--- config.mk ---
export PLATFORM = sky130hd
export DESIGN_NAME = serial_adder_ctrl
export DESIGN_NICKNAME = d
export VERILOG_FILES = /design/src/rtl/serial_adder_ctrl.sv
export SDC_FILE = /design/constraint.sdc
export NUM_CORES = 1
export LEC_CHECK = 0
export BUFFER_PORTS_ARGS = -buffer_cell sky130_fd_sc_hd__buf_2
export CAP_MARGIN = 20
export CORE_MARGIN = 4
export CORE_UTILIZATION = 30
export CTS_CLUSTER_DIAMETER = 60
export DETAILED_ROUTE_END_ITERATION = 10
export GPL_ROUTABILITY_DRIVEN = 0
export PLACE_DENSITY_LB_ADDON = 0.3
export REMOVE_ABC_BUFFERS = 1
export SLEW_MARGIN = 20
export SYNTH_ARGS = -nofsm -noshare
export SYNTH_HDL_FRONTEND = slang
export SYNTH_SLANG_ARGS = --single-unit
--- constraint.sdc ---
create_clock -name clk -period 1.8 [get_ports clk]
set_clock_uncertainty 0.15 [all_clocks]
set_input_delay 0.36 -clock clk [delete_from_list [all_inputs] [get_ports clk]]
set_output_delay 0.36 -clock clk [all_outputs]
set_load 0.01 [all_outputs]
--- src/rtl/serial_adder_ctrl.sv ---
// Bit-serial add/subtract unit: one full-adder cell reused for every operand bit,
// sequenced LSB first by a small FSM with a start/busy/done handshake.
module serial_adder_ctrl #(
  parameter int unsigned WIDTH = 8
) (
  input  logic             clk,
  input  logic             reset,
  input  logic             start,
  input  logic             op,
  input  logic [WIDTH-1:0] A,
  input  logic [WIDTH-1:0] B,
  output logic [WIDTH-1:0] result,
  output logic             carry_out,
  output logic             overflow,
  output logic             busy,
  output logic             done
);

  localparam int unsigned CW = (WIDTH > 1) ? $clog2(WIDTH) : 1;

  typedef enum logic [1:0] {
    S_IDLE,
    S_RUN,
    S_DONE
  } state_t;

  state_t         state;
  state_t         state_nx;
  logic [WIDTH-1:0] a_sr;
  logic [WIDTH-1:0] b_sr;
  logic [WIDTH-1:0] r_sr;
  logic           carry;
  logic [CW-1:0]  cnt;
  logic           sum;
  logic           cout;
  logic           last;

  always_comb begin
    sum  = a_sr[0] ^ b_sr[0] ^ carry;
    cout = (a_sr[0] & b_sr[0]) | (carry & (a_sr[0] ^ b_sr[0]));
    last = (cnt == CW'(WIDTH - 1));
  end

  always_comb begin
    state_nx = state;
    case (state)
      S_IDLE:  if (start) state_nx = S_RUN;
      S_RUN:   if (last) state_nx = S_DONE;
      S_DONE:  state_nx = S_IDLE;
      default: state_nx = S_IDLE;
    endcase
  end

  always_ff @(posedge clk) begin
    if (reset) state <= S_IDLE;
    else       state <= state_nx;
  end

  // Subtract is A + ~B + 1: the +1 enters as the seeded carry.
  // The carry FF on the MSB cycle is the carry into the MSB, so overflow
  // is taken directly from it and the cell carry on that same cycle.
  always_ff @(posedge clk) begin
    if (reset) begin
      a_sr      <= '0;
      b_sr      <= '0;
      r_sr      <= '0;
      carry     <= 1'b0;
      cnt       <= '0;
      result    <= '0;
      carry_out <= 1'b0;
      overflow  <= 1'b0;
    end else begin
      case (state)
        S_IDLE: begin
          if (start) begin
            a_sr  <= A;
            b_sr  <= op ? ~B : B;
            carry <= op;
            cnt   <= '0;
          end
        end
        S_RUN: begin
          a_sr  <= a_sr >> 1;
          b_sr  <= b_sr >> 1;
          r_sr  <= {sum, r_sr[WIDTH-1:1]};
          carry <= cout;
          cnt   <= cnt + CW'(1);
          if (last) begin
            result    <= {sum, r_sr[WIDTH-1:1]};
            carry_out <= cout;
            overflow  <= carry ^ cout;
          end
        end
        default: ;
      endcase
    end
  end

  assign busy = (state == S_RUN);
  assign done = (state == S_DONE);

endmodule
Word level (Yosys, flattened, before mapping)

Cells that the tools add are included.

Bits in registers: 40
Bits of input ports: 20
Word-level logic and storage cells: 39

$add $sub $neg: 1
Equal/unequal tests: 5
Multiplexer cells: 12
Bitwise operators: 7
Reduce and logical (&&, ||, !) cells: 5

Operators with widths:

| operator                                       | count |
|---|---|
| case mux 8 bit (2 select lines)                | 2 |
| 2-to-1 mux 8 bit                               | 3 |
| inverter 8 bit                                 | 1 |
| case mux 3 bit (2 select lines)                | 1 |
| AND reduction 2 bit                            | 3 |
| 2-to-1 mux 2 bit                               | 2 |
| case mux 2 bit (2 select lines)                | 1 |
| adder 3 x 1 -> 3 bit (second input constant)   | 1 |
| == test 3 bit (second input constant)          | 1 |
| 2-to-1 mux 3 bit                               | 1 |
| bitwise XOR 1 bit                              | 3 |
| AND 1 bit                                      | 2 |
| == test 2 x 1 -> 1 bit (second input constant) | 1 |
| == test 2 bit (second input constant)          | 1 |
| logical NOT 2 bit                              | 1 |
| != test 2 x 1 -> 1 bit (second input constant) | 1 |
| != test 2 bit (second input constant)          | 1 |
| case mux 1 bit (2 select lines)                | 1 |
| nonzero test 2 bit                             | 1 |
| 2-to-1 mux 1 bit                               | 1 |
| bitwise OR 1 bit                               | 1 |

Longest topological paths before layout

Gate-level depths: netlist of run 1.

Depth after elaboration: 4
Mapped depth: 7
Depth with buffers taken out: 5

Worst setup path before layout of run 1

OpenSTA, ideal clock, no wires.

Path kind: reg2out
Start point: register state[1]
End point: output port done
Arrival: 0.935 ns
Data required time: 1.290 ns
Path slack: 0.355 ns
Cell stages (with the launch flop): 4
Path buffers: 2
Path through: dfxtp_1 -> buf_2 -> clkbuf_1 -> nor2b_1

Cells in the longest elaborated chain, start to end: 1

RTL lines:

| item                   | line | source |
|---|---|---|
| start, declared        | 27   | `state_t state;` |
| start signal, assigned | 56   | `else state <= state_nx;` |
| == test 2 bit          | 100  | `assign done = (state == S_DONE);` |
| end, declared          | 16   | `output logic done` |

No other way between the ends.

Worst setup path after layout of run 1

Start point: register state[0]
End point: output port busy

Cells in the longest elaborated chain, start to end: 1

RTL lines:

| item                   | line | source |
|---|---|---|
| == test 2 x 1 -> 1 bit | 99   | `assign busy = (state == S_RUN);` |
| end, declared          | 15   | `output logic busy,` |

No other way between the ends.

==> results.md, run 1 <==
* Synth Flop Type: dfxtp_1
* Share of cells above drive strength 1 at 27.5%
* Clock buffer depth at 2
* # nets final at 258
* Top layer in use: met4
* CTS tree: built
* Clk slew on worst S/H paths at 70 ps
* WP data arrival at 1180 ps
* Vias/cell at 4.57
* First-pass GRT wire length at 6200 um
* Max-Cap Viols at 0
* Maximum clock rate at 0.591 GHz
* Commonest non-fill, non-tap cells in the layout: dfxtp_1 (37), nand2_1 (35), a21oi_1 (32)
* # IOs at 32
* Die width at 84.8 um
* Iter 0 DRT Violations at 105
* Fin. max-slew vios at 0
* CP bufs+invs at 2
* Fraction of registers with async set/reset at 0%
* Worst IR Drop VDD at 0.441 mV
* Worst path top cell family by delay: flip-flops
* DRT Pass-1 Iters at 4
* Final setup vio count at 0
* Met1 WL at 1800 um
* Row cnt at 27
* Initial Util at 31.5%
* Yosys cell types at 32
* Power Total at 1710 uW
* Seq cells post-synth at 39
* Total number of vias at 1,408
* Status: finished clean
* Pwr dens at 823 mW/mm2
* Area Overhead vs Synth at 17.1%
* Fin. Hold Viols at 0
* Slew headroom at 71.3%
* DP Wirelength at 2420 um
* GRT Overall Usage at 10.5%
* Die H at 84.8 um
* Port bufs at 31
* Total CTS buffers at 5
* CTS H-tree lvls at 2
* Syn Inst Count at 206
* Crit-path max cell delay at 460 ps
* Core Area at 0.00561 mm2
* Clock Sinks at 39
* Worst-Margin Slew at 430 ps
* Die Area at 0.00719 mm2
* Yosys Warn Count at 0
* Mean area per synthesized cell at 8.59 um2
* Routed Wire Length at 3550 um
* Largest net degree at the start of global routing at 40
* Tcrit/Tclk final at 94.0%
* Worst hold slack at 180 ps
* Critical path peak fanout at 12
* Critical path class: register to output port
* Final core utilization at 36.9%
* Clk Latency, worst-skew pair at 290 ps
* Slowest cell on crit path: dfxtp_2
* Met3 routed WL at 185 um
* Met2 wire length at 1530 um
* Clock period minus worst slack at 1690 ps
* Startpoint Class: register
* Root Buffer: clkbuf_8
* Netlist Area Pre-Place at 0.00177 mm2
* Commonest non-fill, non-tap cell in the layout: dfxtp_1
* Wirelength per Cell at 11.5 um
* Worst min path class: input port to register
* Routed Antenna Nets at 0
* Initial antenna violation count at 0
* Post-synthesis sequential area ratio at 44.1%
* Antenna fix cells at 0
* EDFF count, synth at 0
* Crit path required time at 1290 ps
* DRC viols at 0
* Vias in the first global route at 1,403
* Post-CTS setup buffers at 0
* Worst Setup End Kind: output port
* Grt ovf at 0
* Critical path, cell by cell: nand2b_1 > inv_4 > buf_2
* Setup repair after global routing missed its margin: false
* Cell leakage power at 0.000827 uW
==> cells in the mapped netlist, drive strengths merged (2+ instances only) <==
cell type,number,area [um2]
o221a,8,90.1
a21oi,32,160
ha,2,25.0
nor2b,2,12.5
dfxtp,39,781
nor2,21,78.8
xnor2,8,70.1
clkbuf,5,18.8
inv,10,40.0
nand2,35,131
a22oi,10,75.1
o22ai,8,93.8
buf,12,73.8
==> final timing paths <==
check / slack, ps / cells after the start / start / to
setup / recovery: 110 / 3 / state[0] / busy
hold / removal: 180 / 3 / B[6] / b_sr[6]
setup reg to reg: 230 / 5 / cnt[0] / overflow
hold reg to reg: 300 / 2 / result[1] / result[1]
==> through the flow <==
step	TNS [ps]	worst slack (ps)	instance area [um2]	cells
floorplan	-700	-99.0	1680	189
global placement	0	244	1980	300
detailed placement	0	214	1980	300
CTS	0	65.5	2070	308
global route	0	18.7	2070	308
finish	0	108	2070	308
==> cell type report <==
cell class	instances	area [um2]
fill	609	3540
multi-input combinational	140	856
sequential	39	786
timing repair buffer	39	215
tap	72	90.1
clock buffer	6	72.6
inverter	10	40.0
clock inverter	2	12.5
==> sequential cells by signal, summed over array words and instances, names as in the netlist <==
register and flops:
result 8, cnt 3, carry 1, overflow 1, state 2, b_sr 8, carry_out 1, r_sr 7
a_sr 8
==> cells by family (layout without fill, tap and decap cells) <==
family                     after synthesis  in the layout  share of synthesized area, %
xor gates and xnor gates                 9              9                          4.46
AOI/OAI and AO/OA                       62             62                          25.3
and+or+nand+nor                         64             64                          14.9
adders and majority gates                3              3                          2.55
buffers and inverters                   27             57                          7.50
muxes                                    2              2                          1.20
DFF                                     39             39                          44.1
==> worst register-to-register path: cells and delay by family, from the launching register on <==
| kind | cells | cell delay, ps |
|---|---|---|
| compound gates | 1 | 200 |
| flops | 1 | 350 |
| simple gates | 2 | 470 |
| fa+ha+maj | 2 | 330 |
==> timing repair <==
item,in CTS,in global routing
setup endpoints to repair,2,1
pin swaps,0,0
hold buffers,0,0
resized for setup,2,1
==> layer usage <==
layer | vias to the layer above | GRT usage [%]
li1 | 765 | -
met1 | 613 | 13.4
met2 | 28 | 16.5
met3 | 2 | 3.53
met4 | 0 | 4.03
met5 | - | 0
==> report_power, final <==
group          leakage, uW  switching, uW  internal [uW]
sequential        0.000319           31.6            899
clock            0.0000412            298            271
combinational     0.000467            106            100
total             0.000827            436           1270
Power figures use the tool's default switching activity.
==> run 2, diff against run 1 <==
--- a/config.mk
+++ b/config.mk
@@ -9,6 +9,7 @@
 export CAP_MARGIN = 20
 export CORE_MARGIN = 4
 export CORE_UTILIZATION = 30
+export CTS_BUF_LIST = sky130_fd_sc_hd__clkbuf_2 sky130_fd_sc_hd__clkbuf_4 sky130_fd_sc_hd__clkbuf_8
 export CTS_CLUSTER_DIAMETER = 60
 export DETAILED_ROUTE_END_ITERATION = 10
 export GPL_ROUTABILITY_DRIVEN = 0
==> results.md, run 2 (synthesis results as in run 1) <==
* Clock period minus worst slack at 1690 ps
* Worst IR Drop VDD at 0.440 mV
* Status: finished clean
* DP Wirelength at 2420 um
* Critical path class: register to output port
* Total CTS buffers at 5
* DRT Pass-1 Iters at 4
* Cell leakage power at 0.000831 uW
* Clock Sinks at 39
* Slew headroom at 71.1%
* Core Area at 0.00561 mm2
* Tcrit/Tclk final at 94.0%
* Commonest non-fill, non-tap cell in the layout: dfxtp_1
* Worst hold slack at 179 ps
* Crit path required time at 1290 ps
* Fin. Hold Viols at 0
* Startpoint Class: register
* Fin. max-slew vios at 0
* Reg2Reg Depth at 5
* Slowest cell on crit path: dfxtp_2
* GRT Overall Usage at 10.5%
* Port bufs at 31
* DRC viols at 0
* Clock network power share at 33.9%
* Worst hold path stage count at 3
* Vias/cell at 4.59
* R2R Path End: overflow
* Pwr dens at 829 mW/mm2
* Routed Wire Length at 3550 um
* Final setup vio count at 0
* Clock buffer depth at 2
* Root Buffer: clkbuf_8
* Worst min path class: input port to register
* Critical path peak fanout at 12
* First-pass GRT wire length at 6200 um
* Vias in the first global route at 1,403
* Switching power of the nets at 436 uW
* CTS Hold Bufs at 0
* Area taken by multi-input logic gates at 856 um2
* Commonest non-fill, non-tap cells in the layout: dfxtp_1 (37), nand2_1 (35), a21oi_1 (32)
* Max-Cap Viols at 0
* Area Overhead vs Synth at 17.3%
* Worst R2R Start: cnt[0]
* WP data arrival at 1180 ps
* Critical path, cell by cell: nand2b_1 > inv_4 > buf_2
* Worst Setup End Kind: output port
* Row cnt at 27
* Internal power at 1290 uW
* Sw Share at 25.3%
* Crit-path max cell delay at 460 ps
* Total number of vias at 1,415
* Initial Util at 31.5%
* Die Area at 0.00719 mm2
* Routed Antenna Nets at 0
* Iter 0 DRT Violations at 105
* Reg power frac at 54.1%
* Worst Hold Path EP: b_sr[6]
* R2R Setup Slk at 230 ps
* Die H at 84.8 um
* Clk slew on worst S/H paths at 70 ps
* Clk Latency, worst-skew pair at 290 ps
* # IOs at 32
* Maximum clock rate at 0.591 GHz
* Initial antenna violation count at 0
* CTS tree: built
* CTS H-tree lvls at 2
* Biggest regs: a_sr x8, b_sr x8, result x8
* Die width at 84.8 um
* Fill cell total of the finished layout at 609
* Wirelength per Cell at 11.5 um
* Share of cells above drive strength 1 at 28.0%
* Comb power frac at 12.0%
* # nets final at 258
* Worst-Margin Slew at 434 ps
* Final core utilization at 37.0%
* Largest net degree at the start of global routing at 40
* Setup repair after global routing missed its margin: false
* Hold path startpoint: B[6]
* Grt ovf at 0
* Antenna fix cells at 0
* FF/Latch Area at 786 um2
-- run 2: cell counts in the layout (fill, tap and decap cells not counted) --
Identical to the previous run, type by type.
-- run 2: power groups by stage --
stage	clock network, uW	logic [uW]	registers (uW)
floorplan	0	129	944
global placement	0	207	952
detailed placement	0	209	952
CTS	609	210	932
global route	639	237	937
finish	584	207	931
-- run 2: worst max-delay path by stage --
stage / from / to / slack, ps
CTS: state[1] / done / 70
global placement: state[0] / b_sr[6] / 240
detailed placement: state[0] / b_sr[6] / 210
finish: state[0] / busy / 110
global route: state[0] / busy / 20
floorplan: state[1] / b_sr[6] / -100
-- run 2: layout make-up --
type	count	area share, %
multi-input combinational	140	41.2
sequential	39	37.9
clock buffer	6	3.68
clock inverter	2	0.603
timing repair buffer	39	10.4
inverter	10	1.93
tap	72	4.34
-- run 2: worst max-delay path: cells and delay by family, from the launching register on --
kind | cells | cell delay [ps]
DFF | 1 | 460
buffers and inverters | 2 | 290
and+or+nand+nor | 1 | 150
-- run 2: metal layers --
layer | track usage, % | share of wire (%) | wire length, um | vias to the layer above
met3 | 3.53 | 5.2 | 185 | 2
met4 | 4.03 | 1.0 | 36 | 0
met5 | 0 | 0 | 0 | -
met2 | 16.5 | 43 | 1540 | 28
li1 | - | - | - | 767
met1 | 13.4 | 50 | 1790 | 618
-- run 2: repair_timing --
| action | in CTS | in global routing |
|---|---|---|
| resized for setup | 2 | 1 |
| pin swaps | 0 | 0 |
| setup buffers | 0 | 0 |
| endpoints found under the setup margin | 2 | 1 |
-- run 2: stage by stage --
stage | total power (uW) | setup slack, ps | setup TNS (ps) | cell area [um2] | cells
5_1_grt | 1810 | 18.7 | 0 | 2080 | 308
4_1_cts | 1750 | 65.5 | 0 | 2070 | 308
2_1_floorplan | 1070 | -99.0 | -700 | 1680 | 189
3_3_place_gp | 1160 | 244 | 0 | 1980 | 300
6_report | 1720 | 109 | 0 | 2080 | 308
3_5_place_dp | 1160 | 214 | 0 | 1980 | 300
